## src/rtl/hazard_stall_ctrl.sv

```systemverilog
// Producer-side hazard unit: shadows E/M/W register writes and raises stall when forwarding cannot meet Tuse.
// Optional HI/LO busy tracking is compiled in with `define HAZ_MDU_EN.
module hazard_stall_ctrl #(
    parameter int unsigned MULT_CYCLES = 5,
    parameter int unsigned DIV_CYCLES  = 10,
    parameter int unsigned CNT_W       = 4
) (
    input  logic       clk,
    input  logic       reset,
`ifdef HAZ_MDU_EN
    input  logic       D_md_use,
    input  logic       D_md_start,
    input  logic       D_md_div,
    output logic       md_busy,
`endif
    input  logic [4:0] D_a1,
    input  logic [4:0] D_a2,
    input  logic [1:0] D_tuse_rs,
    input  logic [1:0] D_tuse_rt,
    input  logic [4:0] D_a3,
    input  logic       D_we,
    input  logic [1:0] D_tnew,
    output logic       stall,
    output logic [4:0] E_a3,
    output logic       E_we,
    output logic [4:0] M_a3,
    output logic       M_we,
    output logic [4:0] W_a3,
    output logic       W_we,
    output logic [1:0] E_tnew,
    output logic [1:0] M_tnew
);

    localparam int unsigned TUSE_NONE = 3;
    localparam int unsigned MD_MAX    = (DIV_CYCLES > MULT_CYCLES) ? DIV_CYCLES : MULT_CYCLES;

    if (CNT_W < int'($clog2(MD_MAX + 1))) begin : g_cnt_w_check
        $error("CNT_W too narrow for the MDU busy count");
    end

    logic rs_stall;
    logic rt_stall;
    logic md_stall;
    logic d_we_q;

    assign d_we_q = D_we && (D_a3 != 5'd0);

    // A source stalls when a producer in E or M will not have its result by the reader's Tuse.
    always_comb begin
        rs_stall = 1'b0;
        rt_stall = 1'b0;
        if ((D_a1 != 5'd0) && (D_tuse_rs != 2'(TUSE_NONE))) begin
            rs_stall = (E_we && (E_a3 == D_a1) && (E_tnew > D_tuse_rs)) ||
                       (M_we && (M_a3 == D_a1) && (M_tnew > D_tuse_rs));
        end
        if ((D_a2 != 5'd0) && (D_tuse_rt != 2'(TUSE_NONE))) begin
            rt_stall = (E_we && (E_a3 == D_a2) && (E_tnew > D_tuse_rt)) ||
                       (M_we && (M_a3 == D_a2) && (M_tnew > D_tuse_rt));
        end
    end

    assign stall = rs_stall || rt_stall || md_stall;

    // E captures D or a bubble; M and W shift unconditionally.
    always_ff @(posedge clk) begin
        if (reset) begin
            E_a3   <= 5'd0;
            E_we   <= 1'b0;
            E_tnew <= 2'd0;
            M_a3   <= 5'd0;
            M_we   <= 1'b0;
            M_tnew <= 2'd0;
            W_a3   <= 5'd0;
            W_we   <= 1'b0;
        end else begin
            if (stall) begin
                E_a3   <= 5'd0;
                E_we   <= 1'b0;
                E_tnew <= 2'd0;
            end else begin
                E_a3   <= d_we_q ? D_a3 : 5'd0;
                E_we   <= d_we_q;
                E_tnew <= d_we_q ? D_tnew : 2'd0;
            end
            M_a3   <= E_a3;
            M_we   <= E_we;
            M_tnew <= (E_tnew == 2'd0) ? 2'd0 : E_tnew - 2'd1;
            W_a3   <= M_a3;
            W_we   <= M_we;
        end
    end

`ifdef HAZ_MDU_EN
    logic             E_md_start;
    logic             E_md_div;
    logic [CNT_W-1:0] cnt;

    // Busy count loads as the mult/div leaves E and drains to zero.
    always_ff @(posedge clk) begin
        if (reset) begin
            E_md_start <= 1'b0;
            E_md_div   <= 1'b0;
            cnt        <= '0;
        end else begin
            E_md_start <= D_md_start && !stall;
            E_md_div   <= D_md_div && !stall;
            if (E_md_start) begin
                cnt <= E_md_div ? CNT_W'(DIV_CYCLES) : CNT_W'(MULT_CYCLES);
            end else if (cnt != '0) begin
                cnt <= cnt - CNT_W'(1);
            end
        end
    end

    assign md_busy  = (cnt != '0);
    assign md_stall = D_md_use && (E_md_start || (cnt != '0));
`else
    assign md_stall = 1'b0;
`endif

endmodule

```

## config.mk

```make
export PLATFORM = sky130hd
export DESIGN_NAME = hazard_stall_ctrl
export DESIGN_NICKNAME = d
export VERILOG_FILES = /design/src/rtl/hazard_stall_ctrl.sv
export SDC_FILE = /design/constraint.sdc
export NUM_CORES = 1
export LEC_CHECK = 0
export CAP_MARGIN = 30
export CORE_MARGIN = 1
export CORE_UTILIZATION = 30
export DETAILED_ROUTE_END_ITERATION = 12
export MAX_ROUTING_LAYER = met4
export PLACE_DENSITY = 0.64
export SYNTH_ARGS = -nofsm -noshare
export SYNTH_HDL_FRONTEND = slang
export SYNTH_SLANG_ARGS = --single-unit
```

## constraint.sdc

```tcl
create_clock -name clk -period 3.6 [get_ports clk]
set_input_delay 0.54 -clock clk [delete_from_list [all_inputs] [get_ports clk]]
set_output_delay 0.54 -clock clk [all_outputs]
set_load 0.02 [all_outputs]
```

# == Word-level counts from Yosys, hierarchy flattened ==
# Cells that the tools add are included.
# word_totals
ff_bits,22
latchBits,0
ramBits,0
mem_bits_ro,0
input_bits,24
output_inout_bits,23
word_cells,43
memories,0
# op_classes
n_addsub,1
n_mul,0
div_mod_pow,0
n_lt_le_gt_ge,4
n_eq_ne,6
shifts,0
n_mux,2
n_bitwise,1
reduce_logical,21
# op_table
operator,count
$eq A5 B5 Y1,4
$reduce_bool A5 Y1,3
$logic_and A1 B1 Y1,11
$gt A2 B2 Y1,4
$ne A2 B2 Y1 const B,2
$reduce_or A2 Y1,2
$logic_or A1 B1 Y1,3
$reduce_or A3 Y1,1
$logic_not A2 Y1,1
$mux W1,2
$sub A2 B1 Y2 const B,1
$not A1 Y1,1

# == Longest topological paths before layout ==
# Gate-level depths: netlist (run 1).
# depth
ltp_word,7
ltp_mapped,8
depth_no_buf,8

# == Least setup slack after synthesis (run 1) ==
# OpenSTA, ideal clock, no wires.
# synth_timing
path_kind,input to output
startpoint,input port D_tuse_rt[1]
endpoint,output port stall
arrival_time_ns,1.731
required_time_ns,3.060
slack_ns,1.329
path_stages,7
path_buffers,0
path_cell_list,inv_1 > ha_1 > a21oi_1 > nor4_2 > a41oi_1 > o22a_2 > inv_1
# synth_via
elab_chain_cells,5
elab_cells_between_ends,9
classes_between,2 x order compare; 1 x eq/ne; 1 x mux; 5 x reduce/logical
# synth_lines
element,line,text
"start, declared",19,"input logic [1:0] D_tuse_rt,"
"$gt A2 B2 Y1, on equally long branches","57, 58",
"$logic_and A1 B1 Y1, on equally long branches","57, 58",
$logic_or A1 B1 Y1,57,rt_stall = (E_we && (E_a3 == D_a2) && (E_tnew > D_tuse_rt)) ||
$mux W1 *,56,if ((D_a2 != 5'd0) && (D_tuse_rt != 2'(TUSE_NONE))) begin
$logic_or A1 B1 Y1 *,62,assign stall = rs_stall || rt_stall || md_stall;
"end, declared",23,"output logic stall,"
# Every way passes the cells marked *; elsewhere a longest branch is shown, timed or not.

# == Worst setup path in the final report (run 1) ==
# layout_timing
startpoint,input port D_tuse_rs[1]
endpoint,output port stall
# layout_via
elab_chain_cells,5
elab_cells_between_ends,9
classes_between,2 x order compare; 1 x eq/ne; 1 x mux; 5 x reduce/logical
# layout_lines
element,line,text
"start, declared",18,"input logic [1:0] D_tuse_rs,"
"$gt A2 B2 Y1, on equally long branches","53, 54",
"$logic_and A1 B1 Y1, on equally long branches","53, 54",
$logic_or A1 B1 Y1,53,rs_stall = (E_we && (E_a3 == D_a1) && (E_tnew > D_tuse_rs)) ||
$mux W1 *,52,if ((D_a1 != 5'd0) && (D_tuse_rs != 2'(TUSE_NONE))) begin
$logic_or A1 B1 Y1 *,62,
# Marked as above.

==> run summary, run 1 <==
status: complete, no violations
gr ovfl total: 0
Port Buffer Count: 46
Fmax: 291 MHz
crit path kind: input pin to output port
Die Ht: 62.2 um
WP data required: 3.06 ns
pwr/cell area: 337 nW/um2
pin count of the biggest net entering global routing: 16
Die X: 62.2 um
adder-cell share of the synthesized area: 10.4%
hpwl dp: 2210 um
DP Cell Count: 205
total number of vias: 990
total CTS buffers: 3
setup ws final: 0.158 ns
Critical Path Start Type: input pin
Worst slew margin: 62.5%
most frequent cells in the layout: 46 x clkdlybuf4s50_1, 22 x dfxtp_1, 14 x xnor2_1
Hold Violations, Final: 0
Worst path max stage delay: 0.59 ns
Comb pwr share: 19.1%
post-CTS sizing: 0
MaxCap Viol Count: 0
# IOs: 47
via-per-instance ratio: 4.74
clock share of power: 34.0%
Synth Area in Compound Gates: 5.30%
number of cells produced by synthesis: 114
pre-CTS setup slack: 0.197 ns
sequential fraction of design power: 46.9%
Placed Area: 1600 um2
Total Wirelength: 2750 um
row cnt: 21
Hold Path Class: flip-flop to flip-flop
wire length per cell: 13.1 um
Final Cycle Share: 95.6%
Initial Util: 32.0%
Setup Skew: 0.00529 ns
vias in the first global route: 1009
fillers: 320
setup tns final: 0 ns
sw power: 0.133 mW
Clock Sinks: 22
unrepaired setup endpoints after global routing: false
sequential share of the synthesized area: 40.6%
first-pass iteration count of the detailed router: 4
TritonCTS clock tree: yes
fraction of synthesized cell area in xor and xnor cells: 16.1%
Leak Pwr: 0.659 nW
slowest CP cell: clkdlybuf4s50_1
main combinational cell family by area after synthesis: simple AND/OR/NAND/NOR gates
Post-Syn Area per Cell: 9.53 um2
share of post-route cells with drive strength above 1: 3.68%
flops & latches, synth: 22
multi-input logic area: 604 um2
postcts setup bufs: 0
Layout area overhead: 52.2%
gr usage total: 14.9%
# DRC: 0
Area contributors post-synth: dfxtp_1 41%, xnor2_1 11%, ha_1 10%
total power: 0.557 mW
Worst EP arrival: 2.90 ns
final setup fails: 0
Post-Layout Cell Count: 209
P_int: 0.423 mW
CP max FO: 9
final instance area: 1650 um2
H-Tree Depth: 1
initial antenna violation count: 0
VDD IR max: 0.000167 V
Die ar.: 3860 um2
min cycle time layout: 3.44 ns
final core occ: 48.8%
synth unique cells: 21
commonest non-fill, non-tap cell in the layout: clkdlybuf4s50_1
Post-Syn Area: 1090 um2
sw frac: 23.9%
synth warn: 0
global-route wire length before repair: 4380 um
post-route ant nets: 0
core area: 3390 um2
final hold slack: 0.474 ns
Initial DRC Count: 25
post-synth top area share: 40.6%
slew of the pin with the lowest slew margin: 0.560 ns
gpl congestion: 0.854
CP Capture Type: output port
later-pin clock latency in the skew report: 0.31 ns
Final nets: 197
hold buffers post-CTS: 0
Worst R2R Setup Slack: 1.73 ns
largest area contributor in the synthesized netlist: dfxtp_1
mux cell area share after synthesis: 0%
maximum clock insertion buffer count: 2
Final Max Slew Viols: 0
clk root buf: clkbuf_4
syn_nets: 147
worst-path cell chain: clkdlybuf4s50_1, inv_1, ha_1, a21oi_1, nor4_1, a41oi_1, o22a_2, inv_1, clkdlybuf4s50_1
register area: 440 um2
ant diodes: 0
Synth Area in Simple Gates: 23.8%
clk slew on worst S/H paths: 0.12 ns
final timing paths:
check	from	endpoint	cells past startpoint
hold / removal	E_tnew[0]$_SDFF_PP0_	M_tnew[0]$_SDFF_PP0_	1
setup / recovery	D_tuse_rs[1]	stall	9
setup reg to reg	E_tnew[1]$_SDFF_PP0_	E_tnew[0]$_SDFF_PP0_	6
hold reg to reg	E_tnew[0]$_SDFF_PP0_	M_tnew[0]$_SDFF_PP0_	1
metal layers:
metal	GRT usage (%)	vias up	routed length, um
li1	-	488	-
met1	15.3	453	1160
met2	26.4	45	1400
met3	3.68	4	161
met4	6.98	0	19
met5	-	-	0
worst max-delay path, delay by kind of cell:
kind	cells	cell delay, ns
buffers and inverters	4	1.20
AO/OA/AOI/OAI	3	0.52
AND/OR/NAND/NOR	1	0.34
adder cells (fa/ha/maj)	1	0.30
state kept, by name, summed over array words and instances (netlist names):
name	count
E_tnew	2
E_we	1
W_we	1
W_a3	5
M_we	1
E_a3	5
M_a3	5
M_tnew	2
cell usage after synthesis, drive strengths merged:
library cell and number:
nor4 4, and3 5, dfxtp 22, o21ai 2, nor2b 13, a21oi 4, a41oi 2, ha 9
o22a 1, clkbuf 1, and4b 2, nor3 2, inv 10, nor2 1, or4 3, nand3 4
xnor2 14, and3b 1, nand2 8, xor2 6
power groups by stage:
stage	combinational [mW]	sequential, mW	clock (mW)
3_5_place_dp	0.105	0.267	0
5_1_grt	0.115	0.262	0.206
3_3_place_gp	0.103	0.266	0
6_report	0.106	0.261	0.189
4_1_cts	0.106	0.261	0.193
2_1_floorplan	0.0400	0.274	0
cell families (layout without fill, tap and decap cells):
logic type | count (synthesis) | count (layout)
flip-flops | 22 | 22
buffers and inverters | 11 | 60
adder cells (fa/ha/maj) | 9 | 9
AO/OA/AOI/OAI | 9 | 9
AND/OR/NAND/NOR | 43 | 43
XOR/XNOR | 20 | 20
final cells by class:
cell class	count	area share, %
inverters	10	2.27
clock inverters	1	1.82
multi-input cells	81	36.6
clock buffers	3	1.36
well taps	46	3.48
repair buffers	46	27.9
flip-flops and latches	22	26.6
No activity file was read; power rests on OpenSTA's default activity.
==> run 2: changes to the inputs <==
--- a/config.mk
+++ b/config.mk
@@ -10,7 +10,7 @@
 export CORE_UTILIZATION = 30
 export DETAILED_ROUTE_END_ITERATION = 12
 export MAX_ROUTING_LAYER = met4
-export PLACE_DENSITY = 0.64
+export PLACE_DENSITY = 0.67
 export SYNTH_ARGS = -nofsm -noshare
 export SYNTH_HDL_FRONTEND = slang
 export SYNTH_SLANG_ARGS = --single-unit
==> constraint.sdc (replaced) <==
create_clock -name clk -period 3.1 [get_ports clk]
set_input_delay 0.465 -clock clk [delete_from_list [all_inputs] [get_ports clk]]
set_output_delay 0.465 -clock clk [all_outputs]
set_load 0.02 [all_outputs]
==> run 2 against run 1 <==
Register-to-register slack got worse by 0.52 ns. Critical endpoint unchanged. Sequential share of layout area rose by 0.16 points. Sequential cell count did not move. Critical path type unchanged. Design area fell by 0.61%. Count of clock-buffer cells in the layout rose by 1. Routed wire length fell by 2.7%. Via count fell by 4.2%. Combinational power rose by 15%.
==> run summary, run 2 (same netlist as run 1, synthesis figures left out) <==
Worst EP arrival: 2.44 ns (-0.46 ns)
vias in the first global route: 1003 (-0.59%)
Total Wirelength: 2670 um (-2.7%)
hold-critical path depth: 1 (unchanged)
share of post-route cells with drive strength above 1: 4.27% (+0.59 points)
global-route wire length before repair: 4430 um (+1.1%)
initial antenna violation count: 0 (unchanged)
Hold Violations, Final: 0 (unchanged)
fillers: 326 (+1.9%)
Port Buffer Count: 46 (unchanged)
clk root buf: clkbuf_4
maximum clock insertion buffer count: 2 (unchanged)
Setup Skew: 0.00120 ns (-0.00409 ns)
final instance area: 1640 um2 (-0.61%)
met2 usage: 24.6% (-1.8 points)
TritonCTS clock tree: yes
Final nets: 198 (+0.51%)
most frequent cells in the layout: 45 x clkdlybuf4s50_1, 22 x dfxtp_1, 14 x xnor2_1
gpl congestion: 0.871 (+2.1%)
Worst slew margin: 63.9% (+1.3 points)
Layout area overhead: 51.3%
first-pass iteration count of the detailed router: 4 (unchanged)
# DRC: 0 (unchanged)
top flop regs: E_a3: 5 flops, M_a3: 5 flops, W_a3: 5 flops
total CTS buffers: 3 (unchanged)
status: complete, no violations
final setup fails: 0 (unchanged)
MaxCap Viol Count: 0 (unchanged)
pwr/cell area: 355 nW/um2 (+5.3%)
min cycle time layout: 2.91 ns
gr ovfl total: 0 (unchanged)
Initial Util: 32.0% (unchanged)
met3 usage: 4.04% (+0.37 points)
clk slew on worst S/H paths: 0.12 ns (about the same)
later-pin clock latency in the skew report: 0.30 ns (about the same)
total number of vias: 948 (-4.2%)
VDD IR max: 0.000145 V (-13%)
wire length per cell: 12.7 um (-3.2%)
gr usage total: 14.8% (-0.016 points)
via-per-instance ratio: 4.51 (-4.7%)
H-Tree Depth: 1 (unchanged)
ant diodes: 0 (unchanged)
pin count of the biggest net entering global routing: 16 (unchanged)
Leak Pwr: 0.661 nW (+0.31%)
core area: 3390 um2 (unchanged)
hold buffers post-CTS: 0 (unchanged)
post-CTS sizing: 1 (+1)
row cnt: 21 (unchanged)
Hold Path Class: flip-flop to flip-flop
CP max FO: 2 (-7)
Critical Path Start Type: input pin
WP data required: 2.63 ns (-0.43 ns)
Die Ht: 62.2 um (unchanged)
final core occ: 48.5% (-0.30 points)
total power: 0.583 mW (+4.7%)
Fmax: 344 MHz
post-route ant nets: 0 (unchanged)
Placed Area: 1610 um2 (+0.47%)
Initial DRC Count: 36 (+44%)
gr busiest metal: met2
# IOs: 47 (unchanged)
commonest non-fill, non-tap cell in the layout: clkdlybuf4s50_1
CP Capture Type: output port
Die X: 62.2 um (unchanged)
routing usage on met1: 17.7% (+2.4 points)
Final Cycle Share: 93.8%
Clock Sinks: 22 (unchanged)
Die ar.: 3860 um2 (unchanged)
worst r2r path cells: 9 (+3)
postcts setup bufs: 0 (unchanged)
hpwl dp: 2170 um (-1.8%)
crit path kind: input pin to output port
slew of the pin with the lowest slew margin: 0.540 ns (-0.0201 ns)
Final Max Slew Viols: 0 (unchanged)
unrepaired setup endpoints after global routing: false
==> run 2: cell types whose count changed in the layout (fill, tap and decap cells not counted) <==
cell / before / now
clkbuf_8: 0 / 1
buf_4: 0 / 1
clkdlybuf4s50_1: 46 / 45
bufinv_16: 1 / 0
dlygate4sd2_1: 0 / 1
==> run 2: critical path, stage by stage <==
cell and delay [ns]:
clkdlybuf4s50_1 0.48, inv_1 0.06, ha_1 0.30, a21oi_1 0.07
nor4_1 0.30, a41oi_1 0.16, o22a_2 0.24, inv_1 0.05
dlygate4sd2_1 0.32
==> run 2: final cells by class <==
type	instances	area [um2]	area share (%)
inverter	10	37.5	2.28
multi-input combinational	81	604	36.8
sequential	22	440	26.8
timing repair buffer	47	467	28.4
clock buffer	4	36.3	2.21
tap	46	57.6	3.50
==> run 2: per-stage QoR <==
| step | setup WS, ns | instances | hold slack, ns | TNS, ns |
|---|---|---|---|---|
| global route | 0.0414 | 210 | 0.493 | 0 |
| floorplan | 0.979 | 114 | 0.537 | 0 |
| finish | 0.191 | 210 | 0.470 | 0 |
| global placement | -0.0467 | 206 | 0.449 | -0.0467 |
| detailed placement | -0.0700 | 206 | 0.461 | -0.0700 |
| CTS | 0.174 | 210 | 0.485 | 0 |
==> run 2: power breakdown <==
group / internal, mW / switching [mW] / leakage (nW)
Sequential: 0.292 / 0.0106 / 0.180
Clock: 0.0717 / 0.0861 / 0.0210
Combinational: 0.0687 / 0.0534 / 0.460
==> run 2: worst paths after layout <==
path,slack [ns],startpoint,end
max reg2reg,1.21,E_tnew[0]$_SDFF_PP0_,E_tnew[0]$_SDFF_PP0_
min,0.47,E_tnew[0]$_SDFF_PP0_,M_tnew[0]$_SDFF_PP0_
min reg2reg,0.47,E_tnew[0]$_SDFF_PP0_,M_tnew[0]$_SDFF_PP0_
max,0.19,D_tuse_rs[1],stall
==> run 2: routing by layer <==
layer	routed length, um	vias to the layer above
li1	-	491
met1	1260	421
met2	1250	32
met3	137	4
met4	27	0
met5	0	-
==> run 3: changes to the inputs <==
--- a/config.mk
+++ b/config.mk
@@ -10,7 +10,8 @@
 export CORE_UTILIZATION = 30
 export DETAILED_ROUTE_END_ITERATION = 12
 export MAX_ROUTING_LAYER = met4
-export PLACE_DENSITY = 0.67
+export PLACE_DENSITY = 0.64
+export SKIP_CTS_REPAIR_TIMING = 1
 export SYNTH_ARGS = -nofsm -noshare
 export SYNTH_HDL_FRONTEND = slang
 export SYNTH_SLANG_ARGS = --single-unit
==> constraint.sdc (replaced) <==
create_clock -name clk -period 3.3 [get_ports clk]
set_input_delay 0.495 -clock clk [delete_from_list [all_inputs] [get_ports clk]]
set_output_delay 0.495 -clock clk [all_outputs]
set_load 0.02 [all_outputs]
==> run 3 against run 2 <==
Clock skew rose by 0.0028 ns. Sequential share of layout area fell by 0.42 points. First-iteration DRC count fell by 69%. Count of clock-buffer cells in the layout fell by 1. Combinational power fell by 5%. Critical endpoint unchanged. Register-to-register slack improved by 0.21 ns. Sequential cell count did not move. Die area did not move. Critical path depth did not move. Sequential power fell by 6%.
==> run summary, run 3 (same netlist as run 1, synthesis figures left out) <==
DP Cell Count: 206 (unchanged)
Hold Violations, Final: 0 (unchanged)
Die X: 62.2 um (unchanged)
Initial Util: 32.0% (unchanged)
Clock Sinks: 22 (unchanged)
pwr/cell area: 364 nW/um2 (+2.6%)
Critical Path Start Type: input pin
Die ar.: 3860 um2 (unchanged)
CP Capture Type: output port
later-pin clock latency in the skew report: 0.31 ns (about the same)
total CTS buffers: 3 (unchanged)
TritonCTS clock tree: yes
crit path kind: input pin to output port
Post-Layout Cell Count: 210 (unchanged)
reg-to-reg endpoint: E_tnew[0]$_SDFF_PP0_
Die Ht: 62.2 um (unchanged)
most frequent cells in the layout: 45 x clkdlybuf4s50_1, 22 x dfxtp_1, 14 x xnor2_1
gr ovfl total: 0 (unchanged)
clk slew on worst S/H paths: 0.12 ns (about the same)
global-route wire length before repair: 4490 um (+1.4%)
min cycle time layout: 2.84 ns
Hold Startpoint: E_tnew[0]$_SDFF_PP0_
pre-CTS setup slack: 0.0211 ns (+0.0911 ns)
WP data required: 2.80 ns (+0.17 ns)
# DRC: 0 (unchanged)
row cnt: 21 (unchanged)
Final Cycle Share: 86.0%
pin count of the biggest net entering global routing: 16 (unchanged)
slew of the pin with the lowest slew margin: 0.546 ns (+0.00603 ns)
initial antenna violation count: 0 (unchanged)
Initial DRC Count: 11 (-69%)
Reg2Reg Launch Point: E_tnew[1]$_SDFF_PP0_
core area: 3390 um2 (unchanged)
Final Max Slew Viols: 0 (unchanged)
top flop regs: E_a3: 5 flops, M_a3: 5 flops, W_a3: 5 flops
setup tns final: 0 ns (unchanged)
gpl congestion: 0.796 (-8.7%)
Leak Pwr: 0.682 nW (+3.2%)
first-pass iteration count of the detailed router: 4 (unchanged)
worst r2r path cells: 7 (-2)
Total Wirelength: 2680 um (+0.26%)
status: complete, no violations
VDD IR max: 0.000180 V (+24%)
Fmax: 353 MHz
CP max FO: 2 (unchanged)
unrepaired setup endpoints after global routing: false
critical path's most frequent cell: inv_1
setup ws final: 0.464 ns (+0.273 ns)
Hold Path Class: flip-flop to flip-flop
clk root buf: clkbuf_4
maximum clock insertion buffer count: 2 (unchanged)
Layout area overhead: 53.7%
via-per-instance ratio: 4.51 (unchanged)
final setup fails: 0 (unchanged)
slowest CP cell: clkdlybuf4s50_1
Hold Path End: M_tnew[0]$_SDFF_PP0_
Port Buffer Count: 46 (unchanged)
commonest non-fill, non-tap cell in the layout: clkdlybuf4s50_1
Setup Skew: 0.00401 ns (+0.00281 ns)
hpwl dp: 2240 um (+3.4%)
H-Tree Depth: 1 (unchanged)
vias in the first global route: 996 (-0.70%)
total number of vias: 948 (unchanged)
ant diodes: 0 (unchanged)
gr usage total: 15.3% (+0.47 points)
Worst slew margin: 63.5% (-0.40 points)
wire length per cell: 12.8 um (+0.26%)
worst-path cell chain: clkdlybuf4s50_1, inv_1, ha_1, a21oi_1, nor4_2, a41oi_1, o22a_2, inv_1, dlymetal6s2s_1
Final nets: 198 (unchanged)
Worst path max stage delay: 0.47 ns (about the same)
Worst EP arrival: 2.34 ns (-0.10 ns)
share of post-route cells with drive strength above 1: 4.88% (+0.61 points)
Worst R2R Setup Slack: 1.42 ns (+0.21 ns)
post-route ant nets: 0 (unchanged)
# IOs: 47 (unchanged)
hold-critical path depth: 1 (unchanged)
MaxCap Viol Count: 0 (unchanged)
## run 3: cell types whose count changed in the layout (fill, tap and decap cells not counted), sizes merged
| cell | before | now |
|---|---|---|
| bufinv | 0 | 1 |
| dlymetal6s2s | 0 | 1 |
| clkbuf | 4 | 3 |
| dlygate4sd2 | 1 | 0 |
## run 3: power by group
group / total [mW] / internal, mW / switching (mW)
Sequential: 0.284 / 0.274 / 0.00984
Combinational: 0.116 / 0.0646 / 0.0513
Clock: 0.207 / 0.123 / 0.0844
Total: 0.607 / 0.462 / 0.145
## run 3: worst max-delay path by stage
stage	endpoint	depth (start not counted)	startpoint	slack, ns
6_report	stall	9	D_tuse_rt[1]	0.46
5_1_grt	stall	9	D_tuse_rt[1]	0.34
4_1_cts	stall	9	D_tuse_rs[1]	0.03
3_5_place_dp	stall	9	D_tuse_rs[1]	0.02
3_3_place_gp	stall	9	D_tuse_rt[1]	0.09
2_1_floorplan	stall	7	D_tuse_rt[1]	1.12
## run 3: layout make-up
type	count	area, um2
timing repair buffer	47	470
clock inverter	1	30.0
sequential	22	440
multi-input combinational	81	611
clock buffer	3	22.5
tap	46	57.6
fill	328	1720
inverter	10	37.5
## run 3: critical path, delay by kind of cell
| family | cells | cell delay [ns] |
|---|---|---|
| buffers and inverters | 4 | 0.80 |
| AO/OA/AOI/OAI | 3 | 0.48 |
| AND/OR/NAND/NOR | 1 | 0.27 |
| adder cells (fa/ha/maj) | 1 | 0.29 |
## run 3: routing by layer
| layer | GRT usage [%] | share of wire, % | vias to the layer above |
|---|---|---|---|
| met5 | - | 0 | - |
| met4 | 6.10 | 0.41 | 0 |
| met3 | 3.49 | 4.3 | 2 |
| met2 | 27.3 | 51 | 27 |
| met1 | 16.2 | 44 | 428 |
| li1 | - | - | 491 |
## run 3: metrics by stage
stage	cell area, um2	hold slack (ns)	power [mW]	utilization, %
CTS	1660	0.462	0.612	49.0
global placement	1610	0.449	0.403	47.4
detailed placement	1610	0.441	0.406	47.4
floorplan	1090	0.567	0.342	-
global route	1670	0.485	0.635	49.2
finish	1670	0.461	0.607	49.2
